--- src/rtl/bp_update_sched.sv ---
// bp_update_sched: buffers resolved branches from execute and schedules them
// onto the branch predictor's single BHT port, which fetch also uses. Updates
// drain in cycles where fetch leaves the port idle. A starvation counter forces
// one drain, stalling fetch for a cycle, when lookups have blocked a pending
// update for STARVE_MAX consecutive cycles.
// Optional feature macro: BP_UPD_COALESCE_EN. When it is defined, an update
// whose index PC matches the tail entry overwrites that entry instead of
// taking a new slot.
module bp_update_sched #(
    parameter int DEPTH      = 4,
    parameter int STARVE_MAX = 8
) (
    input  logic                   clk,
    input  logic                   n_reset,
    input  logic                   flush,
    input  logic                   ex_valid,
    input  logic                   ex_mispred,
    input  logic [47:0]            ex_index_pc,
    input  logic [47:0]            ex_correct_pc,
    output logic                   ex_ready,
    input  logic                   fetch_req,
    output logic                   fetch_stall,
    output logic                   upd_valid,
    output logic                   upd_mispred,
    output logic [47:0]            upd_index_pc,
    output logic [47:0]            upd_correct_pc,
    output logic [$clog2(DEPTH):0] count
);
    localparam int PW = $clog2(DEPTH);
    localparam int CW = PW + 1;
    localparam int SW = $clog2(STARVE_MAX + 1);
    localparam logic [CW-1:0] CNT_FULL   = CW'(DEPTH);
    localparam logic [SW-1:0] STARVE_TOP = SW'(STARVE_MAX);

    typedef enum logic [1:0] {
        ST_EMPTY = 2'b00,
        ST_PEND  = 2'b01,
        ST_FORCE = 2'b10
    } state_t;

    state_t        state_q, state_d;
    logic [PW-1:0] head_q, head_d;
    logic [PW-1:0] tail_q, tail_d;
    logic [CW-1:0] count_q, count_d;
    logic [SW-1:0] starve_q, starve_d;

    logic          mispred_q [DEPTH];
    logic [47:0]   index_q   [DEPTH];
    logic [47:0]   correct_q [DEPTH];

    logic          issue_s;
    logic          accept_s;
    logic          match_s;
    logic          wr_en_s;
    logic [PW-1:0] wr_ptr_s;

    // Port arbitration, slot availability and tail-match detection.
    always_comb begin
        issue_s  = (state_q != ST_EMPTY) && (!fetch_req || (state_q == ST_FORCE));
`ifdef BP_UPD_COALESCE_EN
        // The tail may not be merged into while it is also the head leaving this cycle.
        match_s  = (count_q != CW'(0)) &&
                   (index_q[tail_q - PW'(1)] == ex_index_pc) &&
                   !((count_q == CW'(1)) && issue_s);
`else
        match_s  = 1'b0;
`endif
        ex_ready = (count_q < CNT_FULL) || match_s;
        accept_s = ex_valid && ex_ready;
    end

    // FIFO pointer, occupancy and starvation-counter next state.
    always_comb begin
        head_d   = head_q;
        tail_d   = tail_q;
        count_d  = count_q;
        starve_d = starve_q;
        wr_en_s  = 1'b0;
        wr_ptr_s = tail_q;
        if (flush) begin
            // The mispredict that causes the flush must still reach the BHT.
            head_d   = PW'(0);
            starve_d = SW'(0);
            if (accept_s && ex_mispred) begin
                wr_en_s  = 1'b1;
                wr_ptr_s = PW'(0);
                tail_d   = PW'(1);
                count_d  = CW'(1);
            end else begin
                tail_d   = PW'(0);
                count_d  = CW'(0);
            end
        end else begin
            if (accept_s && match_s) begin
                wr_en_s  = 1'b1;
                wr_ptr_s = tail_q - PW'(1);
            end else if (accept_s) begin
                wr_en_s  = 1'b1;
                wr_ptr_s = tail_q;
                tail_d   = tail_q + PW'(1);
            end else begin
                wr_en_s  = 1'b0;
            end
            if (issue_s) begin
                head_d = head_q + PW'(1);
            end else begin
                head_d = head_q;
            end
            count_d = count_q
                    + ((accept_s && !match_s) ? CW'(1) : CW'(0))
                    - (issue_s ? CW'(1) : CW'(0));
            if (issue_s || (count_q == CW'(0))) begin
                starve_d = SW'(0);
            end else if (starve_q != STARVE_TOP) begin
                starve_d = starve_q + SW'(1);
            end else begin
                starve_d = starve_q;
            end
        end
    end

    // Scheduler state transitions, evaluated on next-cycle occupancy and starvation.
    always_comb begin
        state_d = state_q;
        case (state_q)
            ST_EMPTY: begin
                if (count_d != CW'(0)) begin
                    state_d = ST_PEND;
                end else begin
                    state_d = ST_EMPTY;
                end
            end
            ST_PEND: begin
                if (count_d == CW'(0)) begin
                    state_d = ST_EMPTY;
                end else if (starve_d == STARVE_TOP) begin
                    state_d = ST_FORCE;
                end else begin
                    state_d = ST_PEND;
                end
            end
            ST_FORCE: begin
                if (count_d == CW'(0)) begin
                    state_d = ST_EMPTY;
                end else begin
                    state_d = ST_PEND;
                end
            end
            default: state_d = ST_EMPTY;
        endcase
    end

    // Control state registers.
    always_ff @(posedge clk or negedge n_reset) begin
        if (!n_reset) begin
            state_q  <= ST_EMPTY;
            head_q   <= PW'(0);
            tail_q   <= PW'(0);
            count_q  <= CW'(0);
            starve_q <= SW'(0);
        end else begin
            state_q  <= state_d;
            head_q   <= head_d;
            tail_q   <= tail_d;
            count_q  <= count_d;
            starve_q <= starve_d;
        end
    end

    // Entry storage; cleared on reset so the head outputs read zero.
    always_ff @(posedge clk or negedge n_reset) begin
        if (!n_reset) begin
            for (int i = 0; i < DEPTH; i++) begin
                mispred_q[i] <= 1'b0;
                index_q[i]   <= 48'h0;
                correct_q[i] <= 48'h0;
            end
        end else if (wr_en_s) begin
            mispred_q[wr_ptr_s] <= ex_mispred;
            index_q[wr_ptr_s]   <= ex_index_pc;
            correct_q[wr_ptr_s] <= ex_correct_pc;
        end
    end

    assign upd_valid      = issue_s;
    assign fetch_stall    = issue_s && fetch_req;
    assign upd_mispred    = mispred_q[head_q];
    assign upd_index_pc   = index_q[head_q];
    assign upd_correct_pc = correct_q[head_q];
    assign count          = count_q;

endmodule

--- config.mk ---
export PLATFORM = sky130hd
export DESIGN_NAME = bp_update_sched
export DESIGN_NICKNAME = d
export VERILOG_FILES = /design/src/rtl/bp_update_sched.sv
export SDC_FILE = /design/constraint.sdc
export NUM_CORES = 1
export LEC_CHECK = 0
export CORE_MARGIN = 4
export CORE_UTILIZATION = 60
export DETAILED_ROUTE_END_ITERATION = 8
export PLACE_DENSITY = 0.85
export SYNTH_ARGS = -nofsm -noshare
export SYNTH_HDL_FRONTEND = slang
export SYNTH_SLANG_ARGS = --single-unit
--- constraint.sdc ---
create_clock -name clk -period 4.7 [get_ports clk]
set_clock_uncertainty 0.1 [all_clocks]
set_input_delay 0.47 -clock clk [delete_from_list [all_inputs] [get_ports clk]]
set_output_delay 0.47 -clock clk [all_outputs]
set_load 0.005 [all_outputs]
# [Word-level counts from Yosys, hierarchy flattened]
# Index checks and enable logic that the tools add are counted.
# W data, S select, Z words.
[word_totals] romBits=0 elab_cells=85 in_bits=102 latch_bits=0 out_inout_bits=103 regBits=401 ram_bits=0 memories=0
[op_classes] mul=0 add_sub_neg=5 n_eq_ne=4 n_reduce_logical=15 n_lt_le_gt_ge=4 mux=38 div_mod_pow=0 bitwise=2 shift=0
[ops] op="$bwmux W192" n=2
[ops] op="$mux W48" n=5
[ops] op="$bmux W48 S2" n=2
[ops] op="$demux W48 S2" n=1
[ops] op="$mux W2" n=8
[ops] op="$mux W1" n=12
[ops] op="$mux W4" n=3
[ops] op="$ge A3 B3 Y1 const B" n=2
[ops] op="$logic_not A3 Y1" n=2
[ops] op="$not A2 Y3" n=2
[ops] op="$pmux W2 S3" n=1
[ops] op="$reduce_bool A2 Y1" n=3
[ops] op="$logic_and A1 B1 Y1" n=5
[ops] op="$add A2 B1 Y2 const B" n=2
[ops] op="$add A4 B1 Y4 const B" n=1
[ops] op="$bwmux W4" n=1
[ops] op="$eq A4 B4 Y1 const B" n=1
[ops] op="$ne A4 B4 Y1 const B" n=1
[ops] op="$add A3 B1 Y3" n=1
[ops] op="$lt A3 B1 Y1 const B" n=1
[ops] op="$lt A3 B3 Y1 const B" n=1
[ops] op="$mux W3" n=1
[ops] op="$reduce_bool A3 Y1" n=1
[ops] op="$sub A3 B1 Y3" n=1
[ops] op="7 further kinds" n=8

# [Depth between registers and ports, before layout]
[logic_depth] depth_word=11 mapped_depth=10 depth_no_buf=10

# [Worst setup path before layout]
# No wires, ideal clock.
[synth_path] kind="input port to flip-flop" from="input fetch_req" to="register state_q[0]" t_required_ns=4.506 cell_stages=10 setup_ns=0.094 arrival_ns=1.966 path_slack_ns=2.540 path_buffers=0 path_cell_list="nor2b_1 > nor2_1 > xnor2_1 > ha_1 > inv_1 > fa_1 > xnor3_1 > nor2_1 > a21oi_1 > a211oi_1"
[synth_between] elab_cells_between_ends=17 cone_classes="1 x add/sub; 1 x eq/ne; 9 x mux; 6 x reduce/logical"
[synth_rtl] element="start: declaration" line="21" text="input logic fetch_req,"
[synth_rtl] element="$logic_not A1 Y1 *" line="59" text="issue_s = (state_q != ST_EMPTY) && (!fetch_req || (state_q == ST_FORCE));"
[synth_rtl] element="$logic_or A1 B1 Y1 *" line="59"
[synth_rtl] element="$logic_and A1 B1 Y1 *" line="59"
[synth_rtl] element="$mux W1 *" line="111" text="- (issue_s ? CW'(1) : CW'(0));"
[synth_rtl] element="$sub A3 B1 Y3 *" line="111"
[synth_rtl] element="$mux W3 *" line="80" text="if (flush) begin"
[synth_rtl] element="via count_d[2]" line="44" text="logic [CW-1:0] count_q, count_d;"
[synth_rtl] element="$logic_not A3 Y1 or $reduce_bool A3 Y1 (tied branches)" line="134, 143, 127"
[synth_rtl] element="$mux W1 (tied with other cells)" line="143" text="if (count_d == CW'(0)) begin"
[synth_rtl] element="$pmux W2 S3 *" line="125" text="case (state_q)"
[synth_rtl] element="via state_d[0]" line="41" text="state_t state_q, state_d;"
[synth_rtl] element="end signal: assignment" line="162" text="state_q <= state_d;"
[synth_rtl] element="end: declaration" line="41"
# Mark *: on every way through the listed nets, which the timed path passes. The rest lies on a longest branch.
# A chain may end at the register's enable or synchronous reset.

# [Worst setup path in the final report]
[layout_path] from="register head_q[0]" to="output upd_correct_pc[32]"
[layout_between] elab_chain_cells=4
[layout_lines] element="start: declaration" line="42" text="logic [PW-1:0] head_q, head_d;"
[layout_lines] element="start signal: assignment" line="157" text="head_q <= PW'(0);"
[layout_lines] element="start signal: assignment" line="163" text="head_q <= head_d;"
[layout_lines] element="$not A2 Y3 (implied by the code)" line="189" text="assign upd_correct_pc = correct_q[head_q];"
[layout_lines] element="$bmux W48 S2" line="189"
[layout_lines] element="$mux W48 (implied by the code) (2 in a row)" line="189"
[layout_lines] element="end: declaration" line="26" text="output logic [47:0] upd_correct_pc,"
# No other way between the ends. The select of a mux whose other input is x is not followed.

==> impl_metrics.ini <==
[outcome]
status = complete, no violations

[route]
vias = 9726
routed_wl_um = 36500
first_pass_iters = 4
drc = 0
drt-initial-drc-count = 450
wl_per_cell_um = 22.2
postRouteAntennaNets = 0
drt-vias-per-instance = 5.91

[logic_synthesis]
syn_inst = 1027
ys_ff_latch = 401
ys_seq_area_share_pct = 57.7
ys_warn_count = 0
syn_nets = 1133
syn_area_mm2 = 0.0174
avgSynthCellArea_um2 = 16.9
synth_cell_types = 37
synth_edf_count = 0
dominantRegCellSynth = dfrtp_1
synthArstFlopShare_pct = 100

[global_route]
antenna_found_initial = 3
grt_max_degree = 124
grt_pass1_wl_um = 58900
grt_util_all_layers_pct = 23.6
grt_pass1_vias = 10866
gr-total-overflow = 0

[clock_network]
cts_num_sinks = 401
post_cts_buffers = 0
clk_path_buf_depth = 3
ctsRootBufferMaster = clkbuf_16
cts_hold_buf = 1
cts_tree = built
insertion_delay_ns = 0.52
cts_resized = 0
clk_pin_slew_ns = 0.06
cts.htree.levels = 2
cts_made_buffers = 42

[worst_setup_path]
path_cells = buf_4 > mux4_2 > clkdlybuf4s50_1
cpPeakStageDelay_ns = 1.04
crit_type = register to output port
cp-end-kind = output port
cp.arrival_ns = 2.95
crit_slowest_cell = dfrtp_4
cp-start-kind = register
critPathMaxFanout = 42
cp.required_ns = 4.13

[floorplan]
die_area_mm2 = 0.0318
die_h_um = 178
row_count = 62
core-area_mm2 = 0.0286
io_pins = 205
start_util_pct = 60.8
dieWidth_um = 178

[flow_run]
drv_cap = 0

[pwr]
p_int_w = 0.0102
power.switching_w = 0.00363
seq_power_share_pct = 42.9
clkPwrFrac_pct = 24.2
powerDensity_mw_per_mm2 = 651
p_sw_share_pct = 26.2
total_power_w = 0.0139
comb_power_share_pct = 32.9
peakVddDrop_mv = 0.470
p_leak_nw = 9.16

[timing]
fin_tns_setup_ns = 0
finalSetupViolCount = 0
finalWorstSetupSlack_ns = 1.18
max_freq_mhz = 284
finalCritPeriodShare_pct = 75.0
slew_viol_final = 0
worst_slew_pin_slew_ns = 0.923
rsz0062_at_grt = false
max-slew-margin-rel_pct = 38.5
finalCriticalPeriod_ns = 3.52
hold_viol_final = 0

[place]
port_buffers = 204
place_ws_ns = 1.51
gp_congestion = 0.770
post-dp-hpwl_um = 22400

[finish]
nets = 1335
final_util_pct = 74.3
area_growth_pct = 22.3
layout-drive-gt1-share_pct = 43.3

[min_path]
hold_class = register to register
==> area by class of cell <==
type                            instances  area [µm²]
Sequential cell                       401       10000
Fill cell                            1715        7350
Multi-Input combinational cell        548        6990
Timing Repair Buffer                  226        2300
Clock buffer                           62        1240
Tap cell                              384         480
Clock inverter                         13         171
Inverter                               10        37.5
Antenna cell                            2        5.00
==> worst max-delay path: cells and delay by family, from the launching register on <==
kind	cells	cell delay, ns
buffers and inverters	2	0.84
flip-flops	1	1.04
multiplexers	1	0.54
==> cell usage after synthesis (4+ instances only) <==
cell type,count,share of area (%)
a21oi_1,5,0.14
buf_2,47,1.4
buf_4,8,0.35
clkbuf_1,10,0.22
dfrtp_1,401,58
inv_1,10,0.22
mux2_1,30,1.9
mux2_2,357,23
mux4_2,97,13
nand3_1,4,0.12
nor2_1,12,0.26
nor3_1,4,0.12
o21ai_0,4,0.12
xor2_1,4,0.20
==> sequential cells by signal (all words and copies together), names as in the netlist <==
name and flops:
correct_q 192, count 3, head_q 2, index_q 192, mispred_q 4, starve_q 4
state_q 2, tail_q 2
==> metrics by stage <==
step                      hold WS, ns  std cells  area, µm²
after detailed placement        0.357       1568      19800
after global placement          0.356       1568      19800
after global routing            0.393       1644      21300
final                           0.384       1646      21300
after floorplan                0.0744       1027      17400
after CTS                       0.376       1644      21300
==> routing by layer <==
metal	up-vias	global-route usage (%)	share of wire (%)
met5	-	0	0.093
met3	69	5.55	6.0
met1	5184	32.4	42
met4	4	6.24	2.3
met2	220	38.6	49
li1	4249	-	-
==> worst paths after layout <==
kind	from	endpoint	slack, ns	depth (start not counted)
worst max-delay path	head_q[0]$_DFFE_PN0P_	upd_correct_pc[32]	1.18	3
worst min-delay path	index_q[101]$_DFFE_PN0P_	index_q[101]$_DFFE_PN0P_	0.38	1
worst max register to register	count[2]$_DFF_PN0_	correct_q[110]$_DFFE_PN0P_	2.22	5
worst min register to register	index_q[101]$_DFFE_PN0P_	index_q[101]$_DFFE_PN0P_	0.38	1
max in group asynchronous	n_reset	index_q[159]$_DFFE_PN0P_	2.89	3
min in group asynchronous	n_reset	correct_q[36]$_DFFE_PN0P_	0.54	2
==> cell families (layout without fill, tap and decap cells) <==
family | count (synthesis) | in the layout | share of synthesized area [%]
AND/OR/NAND/NOR | 38 | 38 | 1.20
adder cells (fa/ha/maj) | 4 | 4 | 0.331
multiplexers | 484 | 484 | 37.6
AO/OA/AOI/OAI | 15 | 15 | 0.532
flip-flops | 401 | 401 | 57.7
buffers and inverters | 78 | 311 | 2.19
XOR/XNOR | 7 | 7 | 0.432
other | 0 | 2 | 0
==> placed cells by master (no fill, tap or decap), drive strengths merged, types with 2 or more instances in the layout <==
| master | synthesis | routed |
|---|---|---|
| mux2 | 387 | 387 |
| o21ai | 4 | 4 |
| nand2b | 2 | 2 |
| diode | 0 | 2 |
| dfrtp | 401 | 401 |
| clkdlybuf4s50 | 0 | 203 |
| xnor2 | 2 | 2 |
| clkbuf | 10 | 62 |
| a21oi | 5 | 5 |
| bufinv | 0 | 4 |
| nand2 | 3 | 3 |
| inv | 10 | 11 |
| mux4 | 97 | 97 |
| clkinv | 0 | 7 |
| nor2 | 13 | 13 |
| xor2 | 4 | 4 |
| nor3 | 5 | 5 |
| nor2b | 3 | 3 |
| nand3 | 4 | 4 |
| buf | 58 | 22 |
| or4 | 2 | 2 |
| ha | 3 | 3 |
==> power groups by stage <==
stage | clock network [W] | logic, W | registers, W
finish | 0.00335 | 0.00456 | 0.00594
global route | 0.00357 | 0.00492 | 0.00614
CTS | 0.00343 | 0.00463 | 0.00595
detailed placement | 0 | 0.00459 | 0.00599
global placement | 0 | 0.00444 | 0.00587
floorplan | 0 | 0.00285 | 0.00561
Note: power is estimated with default switching activity, not from simulation.
